===== config.mk =====
export PLATFORM = sky130hd
export DESIGN_NAME = kbd_fifo
export DESIGN_NICKNAME = d
export VERILOG_FILES = /design/src/rtl/kbd_pkg.sv /design/src/rtl/kbd_sync.sv /design/src/rtl/kbd_fifo.sv
export SDC_FILE = /design/constraint.sdc
export NUM_CORES = 1
export LEC_CHECK = 0
export ABC_AREA = 0
export CAP_MARGIN = 0
export CORE_UTILIZATION = 30
export DETAILED_ROUTE_END_ITERATION = 8
export GPL_TIMING_DRIVEN = 0
export PLACE_DENSITY = 0.53
export SLEW_MARGIN = 15
export SYNTH_ARGS = -nofsm -noshare
export SYNTH_HDL_FRONTEND = slang
export SYNTH_HIERARCHICAL = 1
export SYNTH_SLANG_ARGS = --single-unit

===== constraint.sdc =====
create_clock -name CLOCK_50 -period 2.37 [get_ports CLOCK_50]
set_input_delay 0.5925 -clock CLOCK_50 [delete_from_list [all_inputs] [get_ports CLOCK_50]]
set_output_delay 0.5925 -clock CLOCK_50 [all_outputs]
set_load 0.02 [all_outputs]

===== src/rtl/kbd_pkg.sv =====
// Shared types and constants for the keyboard buffer: capture-FSM states,
// CPU register offsets and KBDCR bit positions.
package kbd_pkg;

    typedef enum logic [2:0] {
        IDLE     = 3'd0,
        SETTLE   = 3'd1,
        PUSH     = 3'd2,
        ACK      = 3'd3,
        WAIT_LOW = 3'd4
    } cap_state_t;

    localparam logic KBD_OFS   = 1'b0;
    localparam logic KBDCR_OFS = 1'b1;

    localparam int unsigned RDY_BIT = 7;
    localparam int unsigned OVF_BIT = 6;

    // Assemble the KBDCR status byte from its two live flags.
    function automatic logic [7:0] kbdcr_word(input logic rdy, input logic ovf);
        logic [7:0] w;
        w          = 8'h00;
        w[RDY_BIT] = rdy;
        w[OVF_BIT] = ovf;
        return w;
    endfunction

endpackage


===== src/rtl/kbd_sync.sv =====
// Two-flop synchroniser, parameterised width, asynchronous active-high clear.
module kbd_sync #(
    parameter int W = 8
) (
    input  logic         CLOCK_50,
    input  logic         clr,
    input  logic [W-1:0] d,
    output logic [W-1:0] q
);

    logic [W-1:0] meta_r;

    // Both stages clear together so no stale ready bit survives reset.
    always_ff @(posedge CLOCK_50 or posedge clr) begin
        if (clr) begin
            meta_r <= {W{1'b0}};
            q      <= {W{1'b0}};
        end else begin
            meta_r <= d;
            q      <= meta_r;
        end
    end

endmodule


===== src/rtl/kbd_fifo.sv =====
// PS/2 key-byte capture into a small FIFO, exposed to the CPU as Apple-1
// style KBD / KBDCR read registers with a sticky overflow flag.
module kbd_fifo
    import kbd_pkg::*;
#(
    parameter int DEPTH      = 16,
    parameter int SETTLE_CYC = 4,
    parameter int ACK_CYC    = 8
) (
    input  logic       CLOCK_50,
    input  logic       clr,
    input  logic [7:0] key_in,
    output logic       key_ack,
    input  logic       cpu_sel,
    input  logic       cpu_addr,
    input  logic       cpu_rd,
    output logic [7:0] rd_data,
    output logic       overflow
);

    localparam int AW = $clog2(DEPTH);
    localparam int CW = AW + 1;
    localparam logic [CW-1:0] DEPTH_C     = CW'(DEPTH);
    localparam logic [3:0]    SETTLE_LAST = 4'(SETTLE_CYC - 1);
    localparam logic [7:0]    ACK_LAST    = 8'(ACK_CYC - 1);

    logic [7:0]    sk_s;
    cap_state_t    state_r;
    logic [3:0]    settle_cnt_r;
    logic [7:0]    ack_cnt_r;

    logic [6:0]    mem_r [DEPTH];
    logic [AW-1:0] wr_ptr_r;
    logic [AW-1:0] rd_ptr_r;
    logic [CW-1:0] count_r;

    logic          push_s;
    logic          rd_strobe_s;
    logic          empty_s;
    logic          pop_s;
    logic          accept_s;
    logic          drop_s;
    logic          kbdcr_rd_s;
    logic [7:0]    kbdcr_s;

    kbd_sync #(.W(8)) u_sync (
        .CLOCK_50 (CLOCK_50),
        .clr      (clr),
        .d        (key_in),
        .q        (sk_s)
    );

    // Push/pop qualification; a pop in the PUSH cycle frees a slot for it.
    always_comb begin
        push_s      = (state_r == PUSH);
        rd_strobe_s = cpu_sel & cpu_rd;
        empty_s     = (count_r == {CW{1'b0}});
        pop_s       = rd_strobe_s & (cpu_addr == KBD_OFS) & ~empty_s;
        accept_s    = push_s & ((count_r < DEPTH_C) | pop_s);
        drop_s      = push_s & ~accept_s;
        kbdcr_rd_s  = rd_strobe_s & (cpu_addr == KBDCR_OFS);
        kbdcr_s     = kbdcr_word(~empty_s, overflow);
    end

    // Capture FSM: debounce ready, push once, pulse ack, wait for ready to drop.
    always_ff @(posedge CLOCK_50 or posedge clr) begin
        if (clr) begin
            state_r      <= IDLE;
            settle_cnt_r <= 4'd0;
            ack_cnt_r    <= 8'd0;
            key_ack      <= 1'b0;
        end else begin
            case (state_r)
                IDLE: begin
                    key_ack <= 1'b0;
                    if (sk_s[7]) begin
                        state_r      <= SETTLE;
                        settle_cnt_r <= 4'd0;
                    end
                end
                SETTLE: begin
                    if (!sk_s[7]) begin
                        state_r <= IDLE;
                    end else if (settle_cnt_r == SETTLE_LAST) begin
                        state_r <= PUSH;
                    end else begin
                        settle_cnt_r <= settle_cnt_r + 4'd1;
                    end
                end
                PUSH: begin
                    state_r   <= ACK;
                    key_ack   <= 1'b1;
                    ack_cnt_r <= 8'd0;
                end
                ACK: begin
                    if (ack_cnt_r == ACK_LAST) begin
                        state_r <= WAIT_LOW;
                        key_ack <= 1'b0;
                    end else begin
                        ack_cnt_r <= ack_cnt_r + 8'd1;
                    end
                end
                WAIT_LOW: begin
                    key_ack <= 1'b0;
                    if (!sk_s[7]) begin
                        state_r <= IDLE;
                    end
                end
                default: begin
                    state_r <= IDLE;
                    key_ack <= 1'b0;
                end
            endcase
        end
    end

    // FIFO storage is deliberately left unreset.
    always_ff @(posedge CLOCK_50) begin
        if (accept_s) begin
            mem_r[wr_ptr_r] <= sk_s[6:0];
        end
    end

    // Pointers wrap naturally because DEPTH is a power of two.
    always_ff @(posedge CLOCK_50 or posedge clr) begin
        if (clr) begin
            wr_ptr_r <= {AW{1'b0}};
            rd_ptr_r <= {AW{1'b0}};
            count_r  <= {CW{1'b0}};
        end else begin
            if (accept_s) begin
                wr_ptr_r <= wr_ptr_r + AW'(1);
            end
            if (pop_s) begin
                rd_ptr_r <= rd_ptr_r + AW'(1);
            end
            case ({accept_s, pop_s})
                2'b10:   count_r <= count_r + CW'(1);
                2'b01:   count_r <= count_r - CW'(1);
                default: count_r <= count_r;
            endcase
        end
    end

    // Sticky overflow: a drop in the same cycle as a KBDCR read keeps it set.
    always_ff @(posedge CLOCK_50 or posedge clr) begin
        if (clr) begin
            overflow <= 1'b0;
        end else if (drop_s) begin
            overflow <= 1'b1;
        end else if (kbdcr_rd_s) begin
            overflow <= 1'b0;
        end else begin
            overflow <= overflow;
        end
    end

    // Read data sampled from pre-edge FIFO state and held between reads.
    always_ff @(posedge CLOCK_50 or posedge clr) begin
        if (clr) begin
            rd_data <= 8'h00;
        end else if (rd_strobe_s) begin
            if (cpu_addr == KBD_OFS) begin
                rd_data <= empty_s ? 8'h00 : {1'b1, mem_r[rd_ptr_r]};
            end else begin
                rd_data <= kbdcr_s;
            end
        end else begin
            rd_data <= rd_data;
        end
    end

endmodule


[Word level (Yosys, flattened, before mapping)]
Memory sizes are Yosys's and may differ from the RTL's.
Index checks and enable logic that the tools add are counted.
W data, S select, Z words.
Cells by class
  equal/unequal tests: 15
  bitwise gates (word level): 11
  reductions and logical operators: 10
  magnitude comparators: 1
  mux-type cells: 21
  add/sub/neg operators: 6
Operator list (count)
  $mux W8: 3
  $pmux W8 S2: 1
  $mux W3: 5
  $pmux W3 S5: 1
  $add A4 B1 Y4 const B: 3
  $mux W4: 3
  $pmux W5 S2: 1
  $add A8 B1 Y8 const B: 1
  $eq A8 B3 Y1 const B: 1
  $ne A2 B2 Y1 const B: 4
  $pmux W4 S2: 1
  $reduce_and A4 Y1: 2
  $reduce_bool A2 Y1: 4
  $and A1 B1 Y1: 6
  $eq A3 B2 Y1 const B: 2
  $add A5 B1 Y5 const B: 1
  $logic_not A5 Y1: 1
  $lt A5 B5 Y1 const B: 1
  $mux W1: 5
  $sub A5 B1 Y5 const B: 1
  $eq A4 B2 Y1 const B: 1
  $ne A2 B1 Y1 const B: 2
  $not A1 Y1: 4
  $reduce_and A2 Y1: 2
  other kinds (8): 8
Storage, ports and cells
  memories kept: 1
  bits in writable memories: 112
  register bits: 54
  logic and storage cells: 76
  output and inout port bits: 10
  bits of input ports: 13
Memory list
  mem_r: words 16, bits a word 7, read ports 1, clocked after Yosys merged registers in 0, wr ports 1, RTL line kbd_fifo.sv:32  | logic [6:0] mem_r [DEPTH];

[Depth between registers and ports, before layout]
  word-level depth: 8
  gate-level depth with buffers: 13
  gate-level depth less buffers: 11

[Cells and area by module]
Netlist, hierarchy kept.
Modules (own cells, without submodules)
  kbd_fifo: area an instance 6321.1 um2, cells each 387, instances 1, sequential area each 4314.1 um2
  kbd_sync: area an instance 404.1 um2, cells each 17, instances 1, sequential area each 400.4 um2

[Worst setup path before layout]
OpenSTA, ideal clock, no wires.
  kind: input -> register
  start: input cpu_sel
  end: register count_r[4]
  stages: 13
  path slack: -0.357 ns
  path buffers: 2
  required time: 2.246 ns
  arrival time: 2.603 ns
  path through: nand2_1 > or2_0 > buf_2 > a21oi_2 > inv_1 > ha_1 > clkbuf_1 > xor2_1 > ha_1 > o21a_1 > o21ai_0 > a31oi_1 > xnor2_1
Between the ends
  cells in the longest elaborated chain, start to end: 7
  elaborated cells between the ends (all ways): 9
  classes of those cells: 2 x eq/ne; 1 x mux; 5 x bitwise; 1 x reduce/logical
Ends and longest elaborated chain
  start: declaration: RTL line kbd_fifo.sv:14  | input logic cpu_sel,
  $and A1 B1 Y1 (*): RTL line kbd_fifo.sv:56  | rd_strobe_s = cpu_sel & cpu_rd;
  $and A1 B1 Y1 (*) (2 in a row): RTL line kbd_fifo.sv:58  | pop_s = rd_strobe_s & (cpu_addr == KBD_OFS) & ~empty_s;
  $or A1 B1 Y1: RTL line kbd_fifo.sv:59  | accept_s = push_s & ((count_r < DEPTH_C) | pop_s);
  $and A1 B1 Y1: RTL line kbd_fifo.sv:59
  $eq A2 B1 Y1 / $eq A2 B2 Y1 (equally long branches): RTL line kbd_fifo.sv:137  | case ({accept_s, pop_s})
  $pmux W5 S2 / $reduce_bool A2 Y1 (equally long branches)
  end signal: assignment: RTL line kbd_fifo.sv:138  | 2'b10: count_r <= count_r + CW'(1);
  end signal: assignment: RTL line kbd_fifo.sv:139  | 2'b01: count_r <= count_r - CW'(1);
  end signal: assignment: RTL line kbd_fifo.sv:140  | default: count_r <= count_r;
  end: declaration: RTL line kbd_fifo.sv:35  | logic [CW-1:0] count_r;
Every way passes the cells marked *; elsewhere a longest branch is shown, timed or not.
A chain may end at the register's enable or synchronous reset.

[Worst setup path after layout]
  start: input cpu_sel
  end: memory mem_r[10][2], enable pin
Between the ends
  cells in the longest elaborated chain, start to end: 7
Ends and longest elaborated chain
  $and A1 B1 Y1: RTL line kbd_fifo.sv:56
  $and A1 B1 Y1 (2 in a row): RTL line kbd_fifo.sv:58
  $or A1 B1 Y1: RTL line kbd_fifo.sv:59
  $and A1 B1 Y1: RTL line kbd_fifo.sv:59
  $mux W1: RTL line kbd_fifo.sv:119  | if (accept_s) begin
  $mux W1 (implied by the code): RTL line kbd_fifo.sv:120  | mem_r[wr_ptr_r] <= sk_s[6:0];
  end: declaration: RTL line kbd_fifo.sv:32
No other way between the ends.

==> out/results.ini <==
[logic_synthesis]
synth.cells.most_frequent = 112 x edfxtp_1, 54 x dfrtp_1, 32 x nand2_1
syn_area_per_cell_sq_um = 16.6
synth_ff_type = edfxtp_1
synth_top_area_share_pct = 50.0
synth_edf_count = 112
yosys_warnings = 6
seq_area_frac_synth_pct = 70.1
ys_types = 45
ys_ff_latch = 166
syn_inst = 404
yosys.area.top_type = edfxtp_1
synth.most_common_cell = edfxtp_1
synthTopCellsByArea = edfxtp_1 50%, dfrtp_1 20%, mux4_2 8.7%
synth_nets = 428
synth_area_sq_um = 6730
ys_async_sr_fraction_pct = 32.5

[cells_and_area]
seqCellArea_sq_um = 4720
fill_cells = 2051
fin_util_pct = 37.0
fin_cells = 743
multi_input_area_sq_um = 1950
num_antenna_cells = 0
nets = 474
area_delta_synth_final_pct = 20.5
layout-drive-gt1-share_pct = 25.3

[timing]
rsz0062_at_grt = yes
setup_ws_ns = -0.00868
setup_viol = 5
slew_headroom_pct = 42.9
worst_pin_slew_ns = 0.853
finalHoldViolCount = 0
finalCritPeriodShare_pct = 100
skew_ns = 0.0101
min_period_ns = 2.38
fmax_ghz = 0.420
maxSlewViolCount = 0

[cts]
cts_sinks = 166
clk_latency_ns = 0.42
cts_root_buf = clkbuf_16
clk_pin_slew_worst_paths_ns = 0.07
clockBufferDepth = 2
htree_levels = 4
numCtsBuffers = 17
postCtsHoldBufs = 0
cts_tree = yes

[drt]
via_count = 3482
route.met2.wl_mm = 6.62
drt_iter0_drc = 165
wl_met3_um = 359
ant_nets = 0
dr.pass1.iters = 4
drc = 0
wirelength_mm = 13.2
wl_met1_mm = 6.06
wl_per_cell_um = 17.8
highest_layer = met4
viasPerCell = 4.69

[floorplan]
die-area_sq_um = 23000
io-pin-count = 23
die_width_um = 152
initial_utilization_pct = 30.7
fp.coreArea_sq_um = 21900
num_rows = 54
die_height_um = 152

[placement]
dp_hpwl_mm = 8.73
io_buffers = 22
gp_congestion = 0.742
dpl.cell_count = 707

[worst_setup_path]
crit_buf_inv = 3
worst-path-stages = 8
critPathRequiredTime_ns = 2.41
worstPathArrival_ns = 2.42
cp_max_fo = 7
critPathLaunchType = input pin
path_cells = dlygate4sd2_1, nand2_4, or2_0, buf_4, a21oi_4, buf_4, nand2_1, nor2_1
crit_family = simple AND/OR/NAND/NOR gates
cp_common_cell = buf_4
crit_path_top_delay_cell = nor2_1
worstRegToRegCells = 7
crit_path_max_incr_delay_ns = 0.69
critPathKind = in2reg
critPathCaptureType = flip-flop

[power]
ir_worst_vdd_mv = 0.487
power_leakage_uw = 0.00289
cellPowerDensity_nw_per_um2 = 1150

[outcome]
outcome = finished with violations
violations = negative setup slack

[grt]
overflow = 0
grt_usage_pct = 12.8
grt_pass1_vias = 3736
antenna_found_initial = 0
grt_pass1_wl_mm = 21.0
grt_max_degree = 34

[job]
maxCapViolCount = 0

[worst_hold_path]
hold_path.class = reg2reg
whs_path_depth = 0

-- registers in the layout, summed over array words and instances, names as in the netlist --
name,count
mem_r,112
ack_cnt_r,8
rd_data,8
u_sync/meta_r,8
u_sync/q,8
count_r,5
rd_ptr_r,4
settle_cnt_r,4
wr_ptr_r,4
state_r,3
key_ack,1
overflow,1
-- power by group --
| part | total [uW] | internal (uW) | switching [uW] | leakage (uW) |
|---|---|---|---|---|
| Sequential | 3660 | 3420 | 239 | 0.00168 |
| Combinational | 2500 | 1160 | 1340 | 0.000884 |
| Clock | 3120 | 1910 | 1210 | 0.000323 |
| Total | 9280 | 6490 | 2790 | 0.00289 |
-- worst register-to-register path: cells and delay by family (launching register included) --
kind	cells	cell delay, ns
buf+inv	2	0.31
flops	1	0.36
simple gates	4	1.14
compound gates	1	0.19
-- logic make-up (layout without fill, tap and decap cells) --
kind of cell	count (synthesis)	count (layout)	synth area share [%]
XOR/XNOR	20	20	2.60
multiplexers	48	48	12.1
buffers and inverters	28	87	2.16
flip-flops	166	166	70.1
AND/OR/NAND/NOR	96	96	6.85
AO/OA/AOI/OAI	35	35	4.11
adder cells (fa/ha/maj)	11	11	2.05
-- metal layers --
| layer | global-route usage (%) | vias up |
|---|---|---|
| li1 | - | 1620 |
| met1 | 16.2 | 1801 |
| met2 | 20.7 | 48 |
| met3 | 3.32 | 13 |
| met4 | 5.20 | 0 |
| met5 | 0 | - |
-- metrics by stage --
step	area, sq um	power [uW]	setup TNS [ns]	setup slack, ns	hold WS (ns)
after floorplan	6770	5480	-0.191	-0.109	0.331
after global placement	7340	6150	-85.86	-1.04	0.333
after detailed placement	7370	6220	-83.03	-0.989	0.336
after CTS	8080	9410	-1.39	-0.0923	0.347
after global routing	8100	9750	-2.47	-0.127	0.359
final	8100	9280	-0.0211	-0.00868	0.348
-- timing repair --
action	in CTS	in global routing
resized for setup	9	8
pin swaps	8	6
setup buffers	7	1
endpoints found under the setup margin	116	77
-- cell usage in the layout, fill, tap and decap left out, types with 3 or more instances in the layout --
master,n
mux2i_1,17
clkbuf_1,3
mux2_2,4
nor3_2,3
inv_8,4
nand2_1,30
nand3b_1,3
clkbuf_16,17
o221ai_2,6
xor2_1,12
nand4_1,6
dfrtp_1,53
inv_1,6
nor3_1,3
nand2b_1,4
nor2_1,22
bufinv_16,5
buf_2,7
clkdlybuf4s50_1,19
dlygate4sd2_1,3
o21ai_0,11
edfxtp_1,112
ha_1,9
nor2_2,9
xnor2_1,8
mux4_2,26
buf_4,12
-- area by class of cell --
class                   count  share of cell area, %
flip-flops and latches    166                   58.2
multi-input cells         210                   24.1
clock buffers              18                   5.30
well taps                 280                   4.32
repair buffers             31                   3.66
clock inverters            14                   2.93
plain buffers              16                   1.13
inverters                   8                  0.371
-- worst paths after layout --
kind,start,to,slack [ns]
max,cpu_sel,mem_r[10][2],-0.009
min,u_sync/meta_r[6],u_sync/q[6],0.35
max reg2reg,state_r[0],mem_r[10][2],0
min reg2reg,u_sync/meta_r[6],u_sync/q[6],0.35
max in group asynchronous,clr,u_sync/q[0],1.35
min in group asynchronous,clr,settle_cnt_r[2],0.40
No activity file was read; power rests on OpenSTA's default activity.
